$ cat src/rtl/spram_arbiter_if.sv
// spram_arbiter_if: one requester port of the spram arbiter (request handshake plus read response).
interface spram_arbiter_if #(
  parameter int ADDR_WIDTH = 8,
  parameter int DATA_WIDTH = 32
) ();
  logic                  valid;
  logic                  ready;
  logic                  wen;
  logic [ADDR_WIDTH-1:0] addr;
  logic [DATA_WIDTH-1:0] wdata;
  logic                  rvalid;
  logic [DATA_WIDTH-1:0] rdata;
  modport master (output valid, wen, addr, wdata, input ready, rvalid, rdata);
  modport slave  (input valid, wen, addr, wdata, output ready, rvalid, rdata);
endinterface

$ cat src/rtl/spram_arbiter.sv
// spram_arbiter: two-port arbiter/sequencer driving a single-port RAM, read data back after 2 cycles.
// Define SPRAM_ARB_FIXED_PRIO_EN for fixed A-over-B priority; round-robin otherwise.
module spram_arbiter #(
  parameter int ADDR_WIDTH = 8,
  parameter int DATA_WIDTH = 32
) (
  input  logic                  clk,
  input  logic                  reset,
  spram_arbiter_if.slave        a,
  spram_arbiter_if.slave        b,
  output logic                  mem_me,
  output logic                  mem_wen,
  output logic [ADDR_WIDTH-1:0] mem_addr,
  output logic [DATA_WIDTH-1:0] mem_wdata,
  input  logic [DATA_WIDTH-1:0] mem_rdata
);
  logic grant_a, grant_b, xfer;
  logic rd1, rd1_b, rd2, rd2_b;
  logic [DATA_WIDTH-1:0] hold_a, hold_b;
`ifdef SPRAM_ARB_FIXED_PRIO_EN
  assign grant_a = !reset && a.valid;
`else
  logic last_b;
  assign grant_a = !reset && a.valid && (!b.valid || last_b);
  always_ff @(posedge clk or posedge reset)
    if (reset) last_b <= 1'b1;
    else if (xfer) last_b <= grant_b;
`endif
  assign grant_b = !reset && b.valid && !grant_a;
  assign xfer    = grant_a || grant_b;
  assign a.ready = grant_a;
  assign b.ready = grant_b;
  always_ff @(posedge clk or posedge reset)
    if (reset) begin
      mem_me    <= 1'b0;
      mem_wen   <= 1'b0;
      mem_addr  <= '0;
      mem_wdata <= '0;
      rd1       <= 1'b0;
      rd1_b     <= 1'b0;
      rd2       <= 1'b0;
      rd2_b     <= 1'b0;
      hold_a    <= '0;
      hold_b    <= '0;
    end else begin
      mem_me  <= xfer;
      mem_wen <= grant_a ? a.wen : grant_b && b.wen;
      if (xfer) begin
        mem_addr  <= grant_a ? a.addr : b.addr;
        mem_wdata <= grant_a ? a.wdata : b.wdata;
      end
      // tag travels alongside the access so the response finds its port
      rd1   <= grant_a ? !a.wen : grant_b && !b.wen;
      rd1_b <= grant_b;
      rd2   <= rd1;
      rd2_b <= rd1_b;
      if (a.rvalid) hold_a <= mem_rdata;
      if (b.rvalid) hold_b <= mem_rdata;
    end
  assign a.rvalid = rd2 && !rd2_b;
  assign b.rvalid = rd2 && rd2_b;
  assign a.rdata  = a.rvalid ? mem_rdata : hold_a;
  assign b.rdata  = b.rvalid ? mem_rdata : hold_b;
endmodule
$ cat src/flat_wrapper.sv
// flat-port wrapper written by rule: the top's interface ports become plain ports
module spram_arbiter_flat 
#(
  parameter int ADDR_WIDTH = 8,
  parameter int DATA_WIDTH = 32
)
  (clk, reset, mem_me, mem_wen, mem_addr, mem_wdata, mem_rdata, a_valid, a_wen, a_addr, a_wdata, a_ready, a_rvalid, a_rdata, b_valid, b_wen, b_addr, b_wdata, b_ready, b_rvalid, b_rdata);
  spram_arbiter_if #(.ADDR_WIDTH(ADDR_WIDTH), .DATA_WIDTH(DATA_WIDTH)) a_i ();
  spram_arbiter_if #(.ADDR_WIDTH(ADDR_WIDTH), .DATA_WIDTH(DATA_WIDTH)) b_i ();
  input  logic clk;
  input  logic reset;
  output logic mem_me;
  output logic mem_wen;
  output logic [ADDR_WIDTH-1:0] mem_addr;
  output logic [DATA_WIDTH-1:0] mem_wdata;
  input  logic [DATA_WIDTH-1:0] mem_rdata;
  input wire logic [$bits(a_i.valid)-1:0] a_valid;
  input wire logic [$bits(a_i.wen)-1:0] a_wen;
  input wire logic [$bits(a_i.addr)-1:0] a_addr;
  input wire logic [$bits(a_i.wdata)-1:0] a_wdata;
  output wire logic [$bits(a_i.ready)-1:0] a_ready;
  output wire logic [$bits(a_i.rvalid)-1:0] a_rvalid;
  output wire logic [$bits(a_i.rdata)-1:0] a_rdata;
  input wire logic [$bits(b_i.valid)-1:0] b_valid;
  input wire logic [$bits(b_i.wen)-1:0] b_wen;
  input wire logic [$bits(b_i.addr)-1:0] b_addr;
  input wire logic [$bits(b_i.wdata)-1:0] b_wdata;
  output wire logic [$bits(b_i.ready)-1:0] b_ready;
  output wire logic [$bits(b_i.rvalid)-1:0] b_rvalid;
  output wire logic [$bits(b_i.rdata)-1:0] b_rdata;
  assign a_i.valid = a_valid;
  assign a_i.wen = a_wen;
  assign a_i.addr = a_addr;
  assign a_i.wdata = a_wdata;
  assign a_ready = a_i.ready;
  assign a_rvalid = a_i.rvalid;
  assign a_rdata = a_i.rdata;
  assign b_i.valid = b_valid;
  assign b_i.wen = b_wen;
  assign b_i.addr = b_addr;
  assign b_i.wdata = b_wdata;
  assign b_ready = b_i.ready;
  assign b_rvalid = b_i.rvalid;
  assign b_rdata = b_i.rdata;
  spram_arbiter #(.ADDR_WIDTH(ADDR_WIDTH), .DATA_WIDTH(DATA_WIDTH)) u_core (.clk(clk), .reset(reset), .a(a_i), .b(b_i), .mem_me(mem_me), .mem_wen(mem_wen), .mem_addr(mem_addr), .mem_wdata(mem_wdata), .mem_rdata(mem_rdata));
endmodule
$ cat config.mk
export PLATFORM = sky130hd
export DESIGN_NAME = spram_arbiter_flat
export DESIGN_NICKNAME = d
export VERILOG_FILES = /design/src/rtl/spram_arbiter_if.sv /design/src/rtl/spram_arbiter.sv /design/src/flat_wrapper.sv
export SDC_FILE = /design/constraint.sdc
export NUM_CORES = 1
export LEC_CHECK = 0
export BUFFER_PORTS_ARGS = -buffer_cell sky130_fd_sc_hd__buf_2
export CORE_ASPECT_RATIO = 0.6
export CORE_MARGIN = 2
export CORE_UTILIZATION = 40
export CTS_BUF_LIST = sky130_fd_sc_hd__clkbuf_4
export DETAILED_ROUTE_END_ITERATION = 8
export PLACE_DENSITY = 0.81
export RECOVER_POWER = 50
export SLEW_MARGIN = 20
export SYNTH_ARGS = -nofsm -noshare
export SYNTH_HDL_FRONTEND = slang
export SYNTH_SLANG_ARGS = --single-unit
$ cat constraint.sdc
create_clock -name clk -period 6 [get_ports clk]
set_input_delay 1.2 -clock clk [delete_from_list [all_inputs] [get_ports clk]]
set_output_delay 1.2 -clock clk [all_outputs]
set_load 0.05 [all_outputs]
* Yosys cells after proc, flatten, opt, wreduce, memory -nomap -nowiden
Index checks and enable logic that the tools add are counted.
** Word-level totals
- Register bits after elaboration :: 111
- Output and inout bits :: 110
- Word-level logic and storage cells :: 33
** Operators by class
- Muxes and demuxes :: 6
- Reductions and logical operators :: 16
** Operator list (number)
- 2-to-1 mux 32 bit :: 3
- logical AND 1 bit :: 8
- 2-to-1 mux 8 bit :: 1
- logical NOT 1 bit :: 6
- logical OR 1 bit :: 2
- 2-to-1 mux 1 bit :: 2

* Logic depth before layout (Yosys ltp)
- Word-level depth :: 7
- Mapped depth :: 5

* Least setup slack after synthesis
No wires, ideal clock.
- Path type :: input-to-output
- From :: input port reset
- To :: output port b_ready
- Data arrival time :: 4.684 ns
- Required time :: 4.800 ns
- Setup slack :: 0.116 ns
- Stages :: 3
- Path buffers :: 0
- Cells stage by stage :: inv_1 -> nand2_1 -> nor2_1
** On the way
- Longest elaborated chain between the ends :: 5
- Elaborated cells on any way between the ends :: 6
- Classes of those cells :: 6 x reduce/logical
** RTL lines
- start, declared :: RTL line flat_wrapper.sv:11 : input logic reset;
- logical NOT 1 bit (no line) (*)
- logical AND 1 bit (2 in a row) :: RTL line spram_arbiter.sv:24 : assign grant_a = !reset && a.valid && (!b.valid || last_b);
- logical NOT 1 bit :: RTL line spram_arbiter.sv:29 : assign grant_b = !reset && b.valid && !grant_a;
- logical AND 1 bit (*) :: RTL line spram_arbiter.sv:29
- end, declared :: RTL line flat_wrapper.sv:28 : output wire logic [$bits(b_i.ready)-1:0] b_ready;
Every way passes the cells marked *; elsewhere a longest branch is shown, timed or not.

* Worst setup path after layout
Same ends and word-level chain as after synthesis.

==> impl_metrics.csv <==
group,metric,value,unit
run_status,status,"finished with violations",
run_status,violations,"capacitance limit, slew limit",
clocking,cts_buffer_depth,2,
worst_setup_path,reg2reg_to,"u_core.hold_b[1]$_DFF_PP0_",
clocking,cts_root_buf,"clkbuf_4",
pwr,p_total,2.41,mW
global_route,grt_pass1_vias,3795,
worst_setup_path,cp_data_arrival_time,3260,ps
routing,routed_wl,11600,um
cells_and_area,fill_cells,1004,
run,cap_violations,3,
worst_hold_path,hold_end,"u_core.rd2_b$_DFF_PP0_",
timing,setup_tns,0,ps
global_route,grt_use_met1,22.7,%
placement,io_buffers,227,
worst_setup_path,critPathLaunchType,"input pin",
cells_and_area,layout_common_cells,"buf_2 (226), dfrtp_1 (110), mux2_1 (61)",
timing,slew_headroom,-105,%
floorplanning,design.core.area,11300,um^2
global_route,grt_first_pass_wirelength,18300,um
global_route,grt-ovfl-total,0,
cells_and_area,area_growth,28.3,%
worst_setup_path,required,4800,ps
clocking,htreeDepth,3,
cells_and_area,seq_area,2780,um^2
synthesis,synth.avg_cell_area,11.9,um^2
pwr,power.leakage,2.79,nW
worst_setup_path,slowest_delay,1080,ps
routing,drc,0,
synthesis,ys_types,22,
timing,fin_crit,4460,ps
timing,rsz0062_at_grt,"false",
worst_hold_path,hold_depth,0,
clocking,post_cts_buffers,0,
timing,fmax,224,MHz
worst_hold_path,min_from,"u_core.rd1_b$_DFF_PP0_",
floorplanning,num_rows,30,
global_route,grt_use_total,18.8,%
synthesis,yosys_register_bits,111,
timing,fin_worst_skew,8.13,ps
clocking,clk_latency,450,ps
worst_hold_path,hold_class,"register to register",
floorplanning,die_area,12400,um^2
clocking,cts_buffers,9,
clocking,cts_tree,"yes",
worst_setup_path,rr_worst_depth,3,
worst_setup_path,rr_startpoint,"u_core.rd2_b$_DFF_PP0_",
routing,postRouteAntennaNets,0,
synthesis,syn_nets,506,
worst_setup_path,critical_path_class,"input pin to output port",
cells_and_area,final_common_cell,"buf_2",
global_route,antenna_found_initial,0,
cells_and_area,final_util,52.5,%
timing,worst_pin_slew,3070,ps
floorplanning,io_pins,228,
worst_setup_path,crit_chain,"clkbuf_1 -> clkinvlp_2 -> nand2_1 -> nor2_1 -> buf_2",
worst_setup_path,critical_path.slowest_cell,"clkinvlp_2",
synthesis,ys_warn_count,0,
clocking,postCtsResizedCells,0,
global_route,met3_usage,6.16,%
clocking,clk_pin_slew,180,ps
synthesis,synth.yosys.seq_area_share,60.3,%
global_route,groute.layer.met2.usage,33.2,%
routing,drt-initial-drc-count,126,
global_route,grt_max_degree,83,
synthesis,synth_area,4610,um^2
worst_setup_path,path_max_fanout,31,
routing,firstDrtPassIters,4,
floorplanning,start_util,40.9,%
cells_and_area,multiInputGateArea,1630,um^2
floorplanning,fp.dieH,87.1,um
placement,dp_hpwl,8510,um
worst_setup_path,rrSetupSlack,3600,ps
cells_and_area,nets,715,
timing,final.period_utilization,74.3,%
clocking,numClockSinks,111,
global_route,top_usage_layer,"met2",
timing,hold_viol_final,0,
synthesis,syn_inst,388,
pwr,powerDensity,408,nW/um^2
pwr,peakVddDrop,0.000136,V
routing,via_per_inst,5.17,
worst_setup_path,critical_path.endpoint_type,"output port",
placement,place.gp.congestion,0.826,
cells_and_area,diodes,0,
timing,finalMaxSlewViolations,199,
floorplanning,die_width,143,um
routing,num_vias,3858,
clocking,cts_hold_buffers,0,
routing,wire_per_inst,15.5,um
cells_and_area,drive_gt1_share,42.4,%
timing,setup_viol,0,
cells in the mapped netlist (all sizes together):
cell	n	area [um^2]
and2b	1	7.51
dfrtp	110	2750
or3	1	6.26
nand2	3	11.3
inv	3	11.3
nor2	42	158
buf	33	196
o31ai	2	15.0
dfstp	1	26.3
nand3	41	205
nor2b	2	12.5
clkbuf	1	3.75
nand2b	2	15.0
a31oi	40	250
mux2	64	721
o21ba	1	10.0
o21ai	41	205
kinds of logic after synthesis:
| logic type | after synthesis | synth area share (%) |
|---|---|---|
| buffers and inverters | 37 | 4.59 |
| AO/OA/AOI/OAI | 84 | 10.4 |
| flip-flops | 111 | 60.3 |
| multiplexers | 64 | 15.6 |
| AND/OR/NAND/NOR | 92 | 9.02 |
area by class of cell:
cell class | count | area share (%)
clock inverter | 7 | 1.40
inverter | 3 | 0.212
timing repair buffer | 232 | 19.7
tap | 144 | 3.05
sequential | 111 | 47.0
multi-input combinational | 240 | 27.5
clock buffer | 9 | 1.14
where the power goes:
| group | leakage [nW] | switching, mW | internal (mW) |
|---|---|---|---|
| clock | 0.0780 | 0.269 | 0.103 |
| combinational | 1.42 | 0.834 | 0.244 |
| sequential | 1.28 | 0.0532 | 0.911 |
worst max path at each step:
| stage | end | slack (ps) | cells after the start | startpoint |
|---|---|---|---|---|
| 2_1_floorplan | b_ready | 120 | 3 | reset |
| 3_3_place_gp | b_ready | 1960 | 5 | b_valid |
| 3_5_place_dp | b_ready | 1860 | 5 | b_valid |
| 4_1_cts | b_ready | 1860 | 5 | b_valid |
| 5_1_grt | b_ready | 1120 | 5 | reset |
| 6_report | b_ready | 1540 | 5 | reset |
metal layers:
layer | wire, um | up-vias
met3 | 1010 | 9
li1 | - | 1797
met5 | 0 | -
met1 | 4820 | 1874
met2 | 5650 | 178
met4 | 96 | 0
critical path: cells and delay by family:
family	cells	cell delay (ps)
and+or+nand+nor	2	580
buffers and inverters	3	1470
registers in the layout (all words and copies together) (netlist names):
signal and cells:
u_core.hold_a 32, u_core.hold_b 32, u_core.mem_wdata 32, u_core.mem_addr 8, u_core.last_b 1, u_core.mem_me 1, u_core.mem_wen 1, u_core.rd1 1
u_core.rd1_b 1, u_core.rd2 1, u_core.rd2_b 1
stage by stage:
stage               instance area [um^2]  hold slack [ps]  setup slack, ps  std cells
global placement                    5770              333             1960        730
detailed placement                  5770              337             1860        730
global route                        5910              373             1120        746
finish                              5910              364             1540        746
CTS                                 5920              367             1860        746
floorplan                           4610              331              116        388
Power figures use the tool's default switching activity.
